**config.mk**
```make
export PLATFORM = sky130hd
export DESIGN_NAME = bsg_dmc_ui_arbiter_flat
export DESIGN_NICKNAME = d
export VERILOG_FILES = /design/src/rtl/bsg_dmc_ui_arb_pkg.sv /design/src/rtl/bsg_dmc_ui_arbiter_if.sv /design/src/rtl/bsg_dmc_ui_arb_tag_fifo.sv /design/src/rtl/bsg_dmc_ui_arbiter.sv /design/src/flat_wrapper.sv
export SDC_FILE = /design/constraint.sdc
export NUM_CORES = 1
export LEC_CHECK = 0
export CAP_MARGIN = 25
export CORE_AREA = 2 2 177 179
export DETAILED_ROUTE_END_ITERATION = 16
export DIE_AREA = 0 0 179 181
export GPL_TIMING_DRIVEN = 0
export PLACE_DENSITY = 0.62
export SYNTH_ARGS = -nofsm -noshare
export SYNTH_HDL_FRONTEND = slang
export SYNTH_SLANG_ARGS = --single-unit
export TNS_END_PERCENT = 1
```
**constraint.sdc**
```tcl
create_clock -name ui_clk_i -period 3.2 [get_ports ui_clk_i]
set_clock_uncertainty 0.1 [all_clocks]
set_input_delay 0.64 -clock ui_clk_i [delete_from_list [all_inputs] [get_ports ui_clk_i]]
set_output_delay 0.64 -clock ui_clk_i [all_outputs]
set_load 0.02 [all_outputs]
```
**src/rtl/bsg_dmc_ui_arb_pkg.sv**
```systemverilog
`default_nettype none
// ============================================================================
//  Module   : bsg_dmc_ui_arb_pkg
//  Brief    : Shared command codes and state encoding for the DMC UI arbiter.
//  Revision : 1.0 - initial release
// ============================================================================
package bsg_dmc_ui_arb_pkg;

    localparam logic [2:0] ARB_CMD_WR = 3'b000;
    localparam logic [2:0] ARB_CMD_RD = 3'b001;

    typedef enum logic [0:0] {
        IDLE  = 1'b0,
        ISSUE = 1'b1
    } arb_state_e;

endpackage
`default_nettype wire

```
**src/rtl/bsg_dmc_ui_arbiter_if.sv**
```systemverilog
`default_nettype none
// ============================================================================
//  Module   : bsg_dmc_ui_arbiter_if
//  Brief    : Controller-side app_* bundle (burst length 1) of bsg_dmc_wrap.
//  Revision : 1.0 - initial release
// ============================================================================
interface bsg_dmc_ui_arbiter_if #(
    parameter int UI_ADDR_WIDTH_P = 28,
    parameter int UI_DATA_WIDTH_P = 64
);
    logic [UI_ADDR_WIDTH_P-1:0]   app_addr;
    logic [2:0]                   app_cmd;
    logic                         app_en;
    logic [UI_DATA_WIDTH_P-1:0]   app_wdf_data;
    logic [UI_DATA_WIDTH_P/8-1:0] app_wdf_mask;
    logic                         app_wdf_wren;
    logic                         app_wdf_end;
    logic                         app_rdy;
    logic                         app_wdf_rdy;
    logic [UI_DATA_WIDTH_P-1:0]   app_rd_data;
    logic                         app_rd_data_valid;
    logic                         init_calib_complete;

    modport master (
        output app_addr, app_cmd, app_en, app_wdf_data, app_wdf_mask,
               app_wdf_wren, app_wdf_end,
        input  app_rdy, app_wdf_rdy, app_rd_data, app_rd_data_valid,
               init_calib_complete
    );

    modport slave (
        input  app_addr, app_cmd, app_en, app_wdf_data, app_wdf_mask,
               app_wdf_wren, app_wdf_end,
        output app_rdy, app_wdf_rdy, app_rd_data, app_rd_data_valid,
               init_calib_complete
    );
endinterface
`default_nettype wire

```
**src/rtl/bsg_dmc_ui_arb_tag_fifo.sv**
```systemverilog
`default_nettype none
// ============================================================================
//  Module   : bsg_dmc_ui_arb_tag_fifo
//  Brief    : In-order FIFO of requester ids for outstanding reads.
//  Revision : 1.0 - initial release
// ============================================================================
module bsg_dmc_ui_arb_tag_fifo
    import bsg_dmc_ui_arb_pkg::*;
#(
    parameter int ID_W  = 1,
    parameter int DEPTH = 8,
    localparam int c_PTR_W = $clog2(DEPTH),
    localparam int c_CNT_W = c_PTR_W + 1
) (
    input  wire logic               clk,
    input  wire logic               rst_n,
    input  wire logic               push,
    input  wire logic [ID_W-1:0]    push_id,
    input  wire logic               pop,
    output logic      [ID_W-1:0]    pop_id,
    output logic                    full,
    output logic                    empty,
    output logic      [c_CNT_W-1:0] count
);
    logic [ID_W-1:0]    r_mem [DEPTH];
    logic [c_PTR_W-1:0] r_wptr;
    logic [c_PTR_W-1:0] r_rptr;
    logic [c_CNT_W-1:0] r_count;
    logic               w_do_push;
    logic               w_do_pop;

    assign full      = (r_count == c_CNT_W'(DEPTH));
    assign empty     = (r_count == '0);
    assign count     = r_count;
    assign pop_id    = r_mem[r_rptr];
    assign w_do_pop  = pop && !empty;
    // A pop in the same cycle frees the slot, so a push at full is still taken.
    assign w_do_push = push && (!full || w_do_pop);

    always_ff @(posedge clk) begin
        if (w_do_push) begin
            r_mem[r_wptr] <= push_id;
        end
    end

    always_ff @(posedge clk or negedge rst_n) begin
        if (!rst_n) begin
            r_wptr  <= '0;
            r_rptr  <= '0;
            r_count <= '0;
        end else begin
            if (w_do_push) r_wptr <= r_wptr + 1'b1;
            if (w_do_pop)  r_rptr <= r_rptr + 1'b1;
            case ({w_do_push, w_do_pop})
                2'b10:   r_count <= r_count + 1'b1;
                2'b01:   r_count <= r_count - 1'b1;
                default: r_count <= r_count;
            endcase
        end
    end
endmodule
`default_nettype wire

```
**src/rtl/bsg_dmc_ui_arbiter.sv**
```systemverilog
`default_nettype none
// ============================================================================
//  Module   : bsg_dmc_ui_arbiter
//  Brief    : Round-robin sharing of one bsg_dmc_wrap app port between
//             requesters, with in-order steering of read data.
//  Revision : 1.0 - initial release
// ============================================================================
module bsg_dmc_ui_arbiter
    import bsg_dmc_ui_arb_pkg::*;
#(
    parameter int NUM_REQ_P        = 2,
    parameter int UI_ADDR_WIDTH_P  = 28,
    parameter int UI_DATA_WIDTH_P  = 64,
    parameter int TAG_FIFO_DEPTH_P = 8,
    localparam int c_ID_W   = (NUM_REQ_P > 1) ? $clog2(NUM_REQ_P) : 1,
    localparam int c_MASK_W = UI_DATA_WIDTH_P / 8,
    localparam int c_CNT_W  = $clog2(TAG_FIFO_DEPTH_P) + 1
) (
    input  wire logic                                 ui_clk_i,
    input  wire logic                                 ui_reset_ni,
    input  wire logic [NUM_REQ_P-1:0]                 req_v_i,
    input  wire logic [NUM_REQ_P-1:0]                 req_we_i,
    input  wire logic [NUM_REQ_P*UI_ADDR_WIDTH_P-1:0] req_addr_i,
    input  wire logic [NUM_REQ_P*UI_DATA_WIDTH_P-1:0] req_wdata_i,
    input  wire logic [NUM_REQ_P*c_MASK_W-1:0]        req_wmask_i,
    output logic      [NUM_REQ_P-1:0]                 req_ready_o,
    output logic      [NUM_REQ_P-1:0]                 rsp_v_o,
    output logic      [UI_DATA_WIDTH_P-1:0]           rsp_data_o,
    bsg_dmc_ui_arbiter_if.master                      app,
    output logic                                      err_o
);
    localparam logic [0:0] c_ST_IDLE  = IDLE;
    localparam logic [0:0] c_ST_ISSUE = ISSUE;
    localparam logic [NUM_REQ_P-1:0] c_ONE = NUM_REQ_P'(1);

    // First eligible index strictly after last, wrapping; MSB flags a hit.
    function automatic logic [c_ID_W:0] rr_pick(input logic [NUM_REQ_P-1:0] elig,
                                                input logic [c_ID_W-1:0]    last);
        logic [c_ID_W:0] res;
        int              idx;
        res = '0;
        for (int i = NUM_REQ_P; i >= 1; i--) begin
            idx = (int'(last) + i) % NUM_REQ_P;
            if (elig[idx]) res = {1'b1, c_ID_W'(idx)};
        end
        return res;
    endfunction

    logic [0:0]                 r_state;
    logic [c_ID_W-1:0]          r_last;
    logic [c_ID_W-1:0]          r_id;
    logic                       r_we;
    logic [2:0]                 r_cmd;
    logic [UI_ADDR_WIDTH_P-1:0] r_addr;
    logic [UI_DATA_WIDTH_P-1:0] r_wdata;
    logic [c_MASK_W-1:0]        r_wmask;
    logic                       r_cmd_done;
    logic                       r_data_done;
    logic [NUM_REQ_P-1:0]       r_rsp_v;
    logic [UI_DATA_WIDTH_P-1:0] r_rsp_data;
    logic                       r_err;

    logic [NUM_REQ_P-1:0] w_elig;
    logic [c_ID_W:0]      w_pick;
    logic [c_ID_W-1:0]    w_pick_id;
    logic                 w_grant;
    logic                 w_in_issue;
    logic                 w_cmd_hs;
    logic                 w_data_hs;
    logic                 w_done;
    logic                 w_tag_push;
    logic                 w_tag_pop;
    logic [c_ID_W-1:0]    w_tag_id;
    logic                 w_tag_full;
    logic                 w_tag_empty;
    logic [c_CNT_W-1:0]   w_tag_count;

    always_comb begin
        for (int k = 0; k < NUM_REQ_P; k++) begin
            w_elig[k] = req_v_i[k] && (req_we_i[k] || !w_tag_full);
        end
    end

    assign w_pick      = rr_pick(w_elig, r_last);
    assign w_pick_id   = w_pick[c_ID_W-1:0];
    assign w_in_issue  = (r_state == c_ST_ISSUE);
    // Reset gates the grant so every output is quiet while reset is held.
    assign w_grant     = ui_reset_ni && (r_state == c_ST_IDLE) &&
                         app.init_calib_complete && w_pick[c_ID_W];
    assign req_ready_o = w_grant ? (c_ONE << w_pick_id) : '0;

    assign app.app_en       = w_in_issue && !r_cmd_done;
    assign app.app_wdf_wren = w_in_issue && r_we && !r_data_done;
    assign app.app_wdf_end  = app.app_wdf_wren;
    assign app.app_cmd      = r_cmd;
    assign app.app_addr     = r_addr;
    assign app.app_wdf_data = r_wdata;
    assign app.app_wdf_mask = r_wmask;

    assign w_cmd_hs   = app.app_en && app.app_rdy;
    assign w_data_hs  = app.app_wdf_wren && app.app_wdf_rdy;
    assign w_done     = w_in_issue && (r_cmd_done || w_cmd_hs) &&
                        (!r_we || r_data_done || w_data_hs);
    assign w_tag_push = w_cmd_hs && !r_we;
    assign w_tag_pop  = app.app_rd_data_valid && !w_tag_empty;

    bsg_dmc_ui_arb_tag_fifo #(
        .ID_W  (c_ID_W),
        .DEPTH (TAG_FIFO_DEPTH_P)
    ) u_tag_fifo (
        .clk     (ui_clk_i),
        .rst_n   (ui_reset_ni),
        .push    (w_tag_push),
        .push_id (r_id),
        .pop     (w_tag_pop),
        .pop_id  (w_tag_id),
        .full    (w_tag_full),
        .empty   (w_tag_empty),
        .count   (w_tag_count)
    );

    always_ff @(posedge ui_clk_i or negedge ui_reset_ni) begin
        if (!ui_reset_ni) begin
            r_state     <= c_ST_IDLE;
            r_last      <= c_ID_W'(NUM_REQ_P - 1);
            r_id        <= '0;
            r_we        <= 1'b0;
            r_cmd       <= '0;
            r_addr      <= '0;
            r_wdata     <= '0;
            r_wmask     <= '0;
            r_cmd_done  <= 1'b0;
            r_data_done <= 1'b0;
        end else if (w_grant) begin
            r_state <= c_ST_ISSUE;
            r_last  <= w_pick_id;
            r_id    <= w_pick_id;
            r_we    <= req_we_i[w_pick_id];
            r_cmd   <= req_we_i[w_pick_id] ? ARB_CMD_WR : ARB_CMD_RD;
            r_addr  <= req_addr_i[int'(w_pick_id)*UI_ADDR_WIDTH_P +: UI_ADDR_WIDTH_P];
            r_wdata <= req_wdata_i[int'(w_pick_id)*UI_DATA_WIDTH_P +: UI_DATA_WIDTH_P];
            r_wmask <= req_wmask_i[int'(w_pick_id)*c_MASK_W +: c_MASK_W];
        end else if (w_done) begin
            r_state     <= c_ST_IDLE;
            r_cmd_done  <= 1'b0;
            r_data_done <= 1'b0;
        end else begin
            if (w_cmd_hs)  r_cmd_done  <= 1'b1;
            if (w_data_hs) r_data_done <= 1'b1;
        end
    end

    // Read return: one-cycle registered steering; a beat with no tag is an error.
    always_ff @(posedge ui_clk_i or negedge ui_reset_ni) begin
        if (!ui_reset_ni) begin
            r_rsp_v    <= '0;
            r_rsp_data <= '0;
            r_err      <= 1'b0;
        end else begin
            r_rsp_v <= w_tag_pop ? (c_ONE << w_tag_id) : '0;
            if (w_tag_pop) r_rsp_data <= app.app_rd_data;
            if (app.app_rd_data_valid && (w_tag_count == '0)) r_err <= 1'b1;
        end
    end

    assign rsp_v_o    = r_rsp_v;
    assign rsp_data_o = r_rsp_data;
    assign err_o      = r_err;
endmodule
`default_nettype wire

```
**src/flat_wrapper.sv**
```systemverilog
// flat-port wrapper written by rule: the top's interface ports become plain ports
module bsg_dmc_ui_arbiter_flat import bsg_dmc_ui_arb_pkg::*;
#(
    parameter int NUM_REQ_P        = 2,
    parameter int UI_ADDR_WIDTH_P  = 28,
    parameter int UI_DATA_WIDTH_P  = 64,
    parameter int TAG_FIFO_DEPTH_P = 8,
    localparam int c_ID_W   = (NUM_REQ_P > 1) ? $clog2(NUM_REQ_P) : 1,
    localparam int c_MASK_W = UI_DATA_WIDTH_P / 8,
    localparam int c_CNT_W  = $clog2(TAG_FIFO_DEPTH_P) + 1
)
  (ui_clk_i, ui_reset_ni, req_v_i, req_we_i, req_addr_i, req_wdata_i, req_wmask_i, req_ready_o, rsp_v_o, rsp_data_o, err_o, app_app_addr, app_app_cmd, app_app_en, app_app_wdf_data, app_app_wdf_mask, app_app_wdf_wren, app_app_wdf_end, app_app_rdy, app_app_wdf_rdy, app_app_rd_data, app_app_rd_data_valid, app_init_calib_complete);
  bsg_dmc_ui_arbiter_if #(.UI_ADDR_WIDTH_P(UI_ADDR_WIDTH_P), .UI_DATA_WIDTH_P(UI_DATA_WIDTH_P)) app_i ();
  input  wire logic ui_clk_i;
  input  wire logic ui_reset_ni;
  input  wire logic [NUM_REQ_P-1:0] req_v_i;
  input  wire logic [NUM_REQ_P-1:0] req_we_i;
  input  wire logic [NUM_REQ_P*UI_ADDR_WIDTH_P-1:0] req_addr_i;
  input  wire logic [NUM_REQ_P*UI_DATA_WIDTH_P-1:0] req_wdata_i;
  input  wire logic [NUM_REQ_P*c_MASK_W-1:0] req_wmask_i;
  output logic      [NUM_REQ_P-1:0] req_ready_o;
  output logic      [NUM_REQ_P-1:0] rsp_v_o;
  output logic      [UI_DATA_WIDTH_P-1:0] rsp_data_o;
  output logic err_o;
  output wire logic [$bits(app_i.app_addr)-1:0] app_app_addr;
  output wire logic [$bits(app_i.app_cmd)-1:0] app_app_cmd;
  output wire logic [$bits(app_i.app_en)-1:0] app_app_en;
  output wire logic [$bits(app_i.app_wdf_data)-1:0] app_app_wdf_data;
  output wire logic [$bits(app_i.app_wdf_mask)-1:0] app_app_wdf_mask;
  output wire logic [$bits(app_i.app_wdf_wren)-1:0] app_app_wdf_wren;
  output wire logic [$bits(app_i.app_wdf_end)-1:0] app_app_wdf_end;
  input wire logic [$bits(app_i.app_rdy)-1:0] app_app_rdy;
  input wire logic [$bits(app_i.app_wdf_rdy)-1:0] app_app_wdf_rdy;
  input wire logic [$bits(app_i.app_rd_data)-1:0] app_app_rd_data;
  input wire logic [$bits(app_i.app_rd_data_valid)-1:0] app_app_rd_data_valid;
  input wire logic [$bits(app_i.init_calib_complete)-1:0] app_init_calib_complete;
  assign app_app_addr = app_i.app_addr;
  assign app_app_cmd = app_i.app_cmd;
  assign app_app_en = app_i.app_en;
  assign app_app_wdf_data = app_i.app_wdf_data;
  assign app_app_wdf_mask = app_i.app_wdf_mask;
  assign app_app_wdf_wren = app_i.app_wdf_wren;
  assign app_app_wdf_end = app_i.app_wdf_end;
  assign app_i.app_rdy = app_app_rdy;
  assign app_i.app_wdf_rdy = app_app_wdf_rdy;
  assign app_i.app_rd_data = app_app_rd_data;
  assign app_i.app_rd_data_valid = app_app_rd_data_valid;
  assign app_i.init_calib_complete = app_init_calib_complete;
  bsg_dmc_ui_arbiter #(.NUM_REQ_P(NUM_REQ_P), .UI_ADDR_WIDTH_P(UI_ADDR_WIDTH_P), .UI_DATA_WIDTH_P(UI_DATA_WIDTH_P), .TAG_FIFO_DEPTH_P(TAG_FIFO_DEPTH_P)) u_core (.ui_clk_i(ui_clk_i), .ui_reset_ni(ui_reset_ni), .req_v_i(req_v_i), .req_we_i(req_we_i), .req_addr_i(req_addr_i), .req_wdata_i(req_wdata_i), .req_wmask_i(req_wmask_i), .req_ready_o(req_ready_o), .rsp_v_o(rsp_v_o), .rsp_data_o(rsp_data_o), .app(app_i), .err_o(err_o));
endmodule
```
---- After elaboration in Yosys (flattened, before gate mapping) ----
Memories as Yosys holds them, arrays and structs flattened.
Index checks and enable logic that the tools add are counted.
storage, ports and cells
  register bits after elaboration ......... 186
  memory bits (writable) .................. 8
  input port bits ......................... 274
  output and inout port bits .............. 175
  memories kept ........................... 1
cells by class
  $add $sub $neg .......................... 6
  $mul .................................... 1
  $lt $le $gt $ge ......................... 3
  equality and inequality tests ........... 3
  shifts and indexed selects .............. 5
  multiplexer cells ....................... 22
  bitwise logic cells ..................... 4
  reduce and logical (&&, ||, !) cells .... 35
memories
  memory                   depth  bits a word  read ports  clocked after memory_dff  write ports  line                           RTL
  u_core.u_tag_fifo.r_mem  8      1            1           0                         1            bsg_dmc_ui_arb_tag_fifo.sv:25  logic [ID_W-1:0] r_mem [DEPTH];
operator list
  kind                                                                   count
  128-bit by 8-bit variable part select with 64-bit output               1
  56-bit by 32-bit variable part select with 28-bit output               1
  1-bit logical AND                                                      17
  1-bit 2-to-1 mux                                                       17
  16-bit by 5-bit variable part select with 8-bit output                 1
  2-bit 2-to-1 mux                                                       4
  4-bit case mux with 2 select lines                                     1
  2-bit nonzero test                                                     4
  3-bit by 1-bit adder with 3-bit output, second input constant          2
  1-bit logical OR                                                       6
  2-bit by 3-bit < comparator with 1-bit output, second input constant   2
  1-bit zero test                                                        5
  4-bit by 1-bit adder with 4-bit output, second input constant          1
  4-bit equality test, second input constant                             1
  4-bit zero test                                                        1
  1-bit by 3-bit multiplier with 4-bit output, second input constant     1
  2-bit AND reduction                                                    2
  1-bit by 1-bit left shift with 2-bit output, first input constant      2
  4-bit by 1-bit subtractor with 4-bit output, second input constant     1
  1-bit adder, second input constant                                     2
  1-bit bitwise AND, first input constant                                2
  2-bit by 1-bit equality test with 1-bit output, second input constant  1
  2-bit equality test, second input constant                             1
  1-bit by 2-bit < comparator with 1-bit output, second input constant   1
  1-bit NOT                                                              2

---- Logic depth before layout (Yosys ltp) ----
  depth after elaboration ................. 12
  depth in mapped cells ................... 12

---- Modules after synthesis ----
A second synthesis with hierarchy kept.
second synthesis, totals
  cells, all modules ...................... 606
  area total of the unflattened synthesis .. 8293.0 um^2
modules (own cells, without submodules)
  module                   times used  cells each  area an instance (um^2)  seq. area each (um^2)
  bsg_dmc_ui_arbiter       1           526         7313.3                   4355.4
  bsg_dmc_ui_arb_tag_fifo  1           80          979.7                    490.5

---- Worst setup path before layout ----
OpenSTA, ideal clock, no wires.
  path type ............................... flip-flop to flip-flop
  start ................................... reg u_core.u_tag_fifo.r_count[2] (netlist: u_core.u_tag_fifo.count[2])
  end ..................................... reg u_core.u_tag_fifo.r_count[2] (netlist: u_core.u_tag_fifo.count[2])
  setup time .............................. 0.129 ns
  arrival time ............................ 2.388 ns
  data required time ...................... 2.971 ns
  slack ................................... 0.583 ns
  stages on the path, launching flop included .. 13
  path buffers ............................ 2
  period minus slack after synthesis ...... 2.617 ns
  cells stage by stage .................... dfrtp_1 -> nor4_1 -> nand2b_1 -> clkbuf_1 -> inv_2 -> clkbuf_1 -> ha_1 -> xor2_1 -> ha_1 -> a21oi_1 -> xor2_1 -> nor2_1 -> xor2_1
between the ends
  longest elaborated chain between the ends .. 8
  elaborated cells between the ends (all ways) .. 14
  classes of those cells .................. add/sub: 2; eq/ne: 3; mux: 1; reduce/logical: 8
RTL lines
  item                                                                                   line                           RTL
  start, declared                                                                        bsg_dmc_ui_arb_tag_fifo.sv:28  logic [c_CNT_W-1:0] r_count;
  start signal, assigned                                                                 bsg_dmc_ui_arb_tag_fifo.sv:55  2'b10: r_count <= r_count + 1'b1;
  start signal, assigned                                                                 bsg_dmc_ui_arb_tag_fifo.sv:56  2'b01: r_count <= r_count - 1'b1;
  start signal, assigned                                                                 bsg_dmc_ui_arb_tag_fifo.sv:57  default: r_count <= r_count;
  4-bit zero test *                                                                      bsg_dmc_ui_arb_tag_fifo.sv:33  assign empty = (r_count == '0);
  1-bit zero test *                                                                      bsg_dmc_ui_arbiter.sv:105      assign w_tag_pop = app.app_rd_data_valid && !w_tag_empty;
  1-bit logical AND *                                                                    bsg_dmc_ui_arbiter.sv:105
  via u_core.u_tag_fifo.pop                                                              bsg_dmc_ui_arb_tag_fifo.sv:19  input wire logic pop,
  1-bit logical AND *                                                                    bsg_dmc_ui_arb_tag_fifo.sv:36  assign w_do_pop = pop && !empty;
  1-bit logical OR                                                                       bsg_dmc_ui_arb_tag_fifo.sv:38  assign w_do_push = push && (!full || w_do_pop);
  1-bit logical AND                                                                      bsg_dmc_ui_arb_tag_fifo.sv:38
  2-bit by 1-bit equality test with 1-bit output or 2-bit equality test (tied branches)  bsg_dmc_ui_arb_tag_fifo.sv:54  case ({w_do_push, w_do_pop})
  4-bit case mux with 2 select lines or 2-bit nonzero test (tied branches)               n/a
The timed path passes the listed nets; every way through them passes the cells marked *.
A chain may end at the register's enable or synchronous reset.

---- Final worst setup path ----
  start ................................... reg u_core.u_tag_fifo.r_count[2] (netlist: u_core.u_tag_fifo.count[2])
  end ..................................... out req_ready_o[1]
between the ends
  longest elaborated chain between the ends .. 11
  elaborated cells between the ends (all ways) .. 17
  classes of those cells .................. eq/ne: 1; shift: 1; mux: 9; reduce/logical: 6
RTL lines
  item                                                                              line                                                RTL
  4-bit equality test *                                                             bsg_dmc_ui_arb_tag_fifo.sv:32                       assign full = (r_count == c_CNT_W'(DEPTH));
  1-bit zero test *                                                                 bsg_dmc_ui_arbiter.sv:80                            w_elig[k] = req_v_i[k] && (req_we_i[k] || !w_tag_full);
  1-bit logical OR                                                                  bsg_dmc_ui_arbiter.sv:80
  1-bit logical AND                                                                 bsg_dmc_ui_arbiter.sv:80
  1-bit 2-to-1 mux (not written as such) (3 in a row)                               bsg_dmc_ui_arbiter.sv:44                            if (elig[idx]) res = {1'b1, c_ID_W'(idx)};
  2-bit 2-to-1 mux                                                                  bsg_dmc_ui_arbiter.sv:44
  2-bit 2-to-1 mux *                                                                bsg_dmc_ui_arbiter.sv:44
  1-bit by 1-bit left shift with 2-bit output or 1-bit logical AND (tied branches)  bsg_dmc_ui_arbiter.sv:90, bsg_dmc_ui_arbiter.sv:89
  2-bit 2-to-1 mux *                                                                bsg_dmc_ui_arbiter.sv:90                            assign req_ready_o = w_grant ? (c_ONE << w_pick_id) : '0;
  end, declared                                                                     flat_wrapper.sv:21                                  output logic [NUM_REQ_P-1:0] req_ready_o;
Every way passes the cells marked *; elsewhere a longest branch is shown, timed or not. The select of a mux whose other input is x is not followed.

==> flow_summary.json <==
{
  "gp_congestion": 0.8374,
  "min_path_type": "primary input to async pin",
  "status": "complete, no violations",
  "cp_cell_sequence": "nor4b_4, a211o_1, buf_6, nor2_1, dlygate4sd2_1",
  "criticalPathCategory": "flop to output pin",
  "p_leak_nw": 5.863,
  "die-width_um": 179,
  "cpMaxStageDelayCell": "dfrtp_1",
  "ios": 449,
  "syn_inst": 736,
  "crit_path_end_kind": "output pin",
  "start_util": 0.2706,
  "htreeDepth": 4,
  "tns_ps": 0,
  "yosysSeqAreaShare": 0.5900,
  "synth_seq_cells": 192,
  "place_area_mm2": 0.01321,
  "required_ps": 2460,
  "yosys.area.top_type": "dfrtp_1",
  "firstDrtPassIters": 4,
  "ys_warn_count": 0,
  "grt_usage": 0.2017,
  "hold_viol": 0,
  "async_reset_ff_frac": 0.9583,
  "setup_viol": 0,
  "die_area_mm2": 0.03240,
  "antenna_found_initial": 5,
  "synth_cell_types": 42,
  "max_slew_margin": 0.5137,
  "maxSlewViolCount": 0,
  "syn_area_per_cell_um2": 11.16,
  "die_h_um": 181,
  "power.density_mw_per_mm2": 807.2,
  "synth_top_area_share": 0.5576,
  "rsz0062_at_grt": "yes",
  "synth_compound_area_frac": 0.1405,
  "hpwl_um": 24790,
  "startpoint_type": "flop",
  "synthTopCellsByArea": "dfrtp_1, a221o_1, nand2_1",
  "core_mm2": 0.03035,
  "numCtsBuffers": 17,
  "slowest_delay_ps": 470,
  "route.vias.total": 7758,
  "wl_per_cell_um": 20.48,
  "cp_data_arrival_time_ps": 2310,
  "synthFlopType": "dfrtp_1",
  "ant_nets": 0,
  "fin_area_mm2": 0.01396,
  "overflow": 0,
  "wirelength_um": 33140,
  "synth_fa_ha_area_frac": 0.007617,
  "finalCritPeriodShare": 0.9544,
  "cpLargestDelayFamily": "buffers and inverters",
  "cts_tree": "built",
  "cts_sinks": 192,
  "worstMarginPinSlew_ps": 729.4,
  "worstPathMaxFanout": 19,
  "drcViolationCount": 0,
  "synth_mux_area_frac": 0.008074,
  "fin_crit_ps": 3054,
  "clk_latency_ps": 440,
  "port_buffers": 446,
  "synth_top_family_by_area": "simple AND/OR/NAND/NOR gates",
  "syn_to_final_growth_pct": 69.97,
  "ir_drop_v": 0.0003906,
  "cts.path.max_buffers": 2,
  "cts_root_buf": "clkbuf_16",
  "first_global_vias": 8028,
  "yosys.area_share.simple": 0.2040,
  "grt_pass1_wl_um": 48530,
  "rows": 64,
  "finalNetCount": 1484,
  "viasPerCell": 4.795,
  "grt_max_degree": 53,
  "drive_gt1_frac": 0.05911,
  "cap_violations": 0,
  "synth_edf_count": 8,
  "clkSlewWorstSetupHoldPaths_ps": 90,
  "synth_xor_area_frac": 0.009598,
  "drtIter0Drc": 444,
  "fmax_ghz": 0.3274,
  "syn-cell-area_mm2": 0.008213,
  "crit_buf_inv": 2
}
registers in the layout, indices dropped and copies added, names as in the netlist:
register	cells
u_core.app.app_wdf_data	64
u_core.err_o	1
u_core.rsp_data_o	64
u_core.u_tag_fifo.count	4
u_core.app.app_cmd	1
u_core.u_tag_fifo.r_rptr	3
u_core.r_state	1
u_core.app.app_addr	28
u_core.r_last	1
u_core.app.app_wdf_mask	8
u_core.r_id	1
u_core.u_tag_fifo.r_wptr	3
u_core.r_we	1
u_core.r_cmd_done	1
u_core.u_tag_fifo.r_mem	8
u_core.rsp_v_o	2
u_core.r_data_done	1
cell families after synthesis:
kind of cell	Yosys count
simple gates	329
flops	192
compound gates	122
buf+inv	74
xor+xnor	9
fa+ha+maj	5
mux	4
other cells	1
metrics by stage:
step	worst slack, ps	power (mW)	util	cells	hold slack, ps
floorplan	583.3	6.377	-	737	244.4
global placement	-8424	9.086	0.4342	1579	343.3
detailed placement	-1403	9.109	0.4352	1580	349.2
CTS	38.48	11.37	0.4594	1615	47.61
global route	-38.24	11.91	0.4600	1618	44.17
finish	146.1	11.27	0.4600	1618	63.86
synth_stat cells, types with 2 or more instances:
library cell and instances:
nor2_1 5, buf_1 4, nand2_1 205, inv_1 9, clkbuf_1 37, a21oi_1 10, nor4_1 2, mux4_2 2
a221o_1 101, edfxtp_1 8, nor3b_1 102, nor3_1 5, xor2_1 4, xnor2_1 5, dfrtp_1 183, buf_2 15
nor2b_1 3, buf_4 8, ha_1 5
repair_timing:
| action | in CTS | in global routing |
|---|---|---|
| pin swaps | 2 | 1 |
| endpoints found under the setup margin | 5 | 3 |
| cloned | 3 | 0 |
| endpoints found under the hold margin | 40 | 0 |
| gates resized for setup | 7 | 5 |
| hold buffers | 1 | 0 |
| buffers inserted | 1 | 0 |
per-layer routing:
metal	global-route usage	vias to the layer above	wire, µm
li1	-	3584	-
met1	0.2295	3755	12630
met2	0.3352	372	15900
met3	0.08691	45	3770
met4	0.07187	2	822
met5	0	-	10
power by group:
part / internal [mW] / switching [mW] / leakage (nW)
clock: 1.05 / 1.13 / 0.285
sequential: 3.38 / 0.655 / 2.36
combinational: 2.54 / 2.51 / 3.22
total: 6.97 / 4.30 / 5.86
placed cells by master, fill, tap and decap left out, drive strengths merged, types with 3 or more instances in the layout:
cell and n:
a221o 101, clkbuf 51, bufbuf 3, a21oi 10, xnor2 5, clkdlybuf4s50 443
dfrtp 183, buf 31, ha 5, nor2 5, diode 4, clkinv 8
edfxtp 8, inv 16, xor2 4, nor3b 102, nor3 5, nand2 205
nor2b 3
final timing paths:
check	cells past startpoint	end	from	slack, ps
worst max-delay path	5	req_ready_o[1]	u_core.u_tag_fifo.count[2]$_DFFE_PN0P_	150
worst min-delay path	1	u_core.app.app_wdf_data[35]$_DFFE_PN0P_	ui_reset_ni	60
worst max register to register	11	u_core.u_tag_fifo.count[2]$_DFFE_PN0P_	u_core.u_tag_fifo.count[2]$_DFFE_PN0P_	180
worst min register to register	1	u_core.err_o$_DFFE_PN0P_	u_core.err_o$_DFFE_PN0P_	360
max in group asynchronous	2	u_core.r_last$_DFFE_PN1P_	ui_reset_ni	2480
min in group ui_clk_i	1	u_core.err_o$_DFFE_PN0P_	u_core.err_o$_DFFE_PN0P_	360
layout make-up:
class / instances / area [µm²]
fill: 2827 / 16390
sequential: 192 / 4846
inverter: 10 / 37.54
clock inverter: 15 / 167.7
multi-input combinational: 471 / 3044
timing repair buffer: 452 / 4639
antenna: 4 / 10.01
tap: 396 / 495.5
buffer: 61 / 294.0
clock buffer: 17 / 425.4
Power figures use the tool's default switching activity.
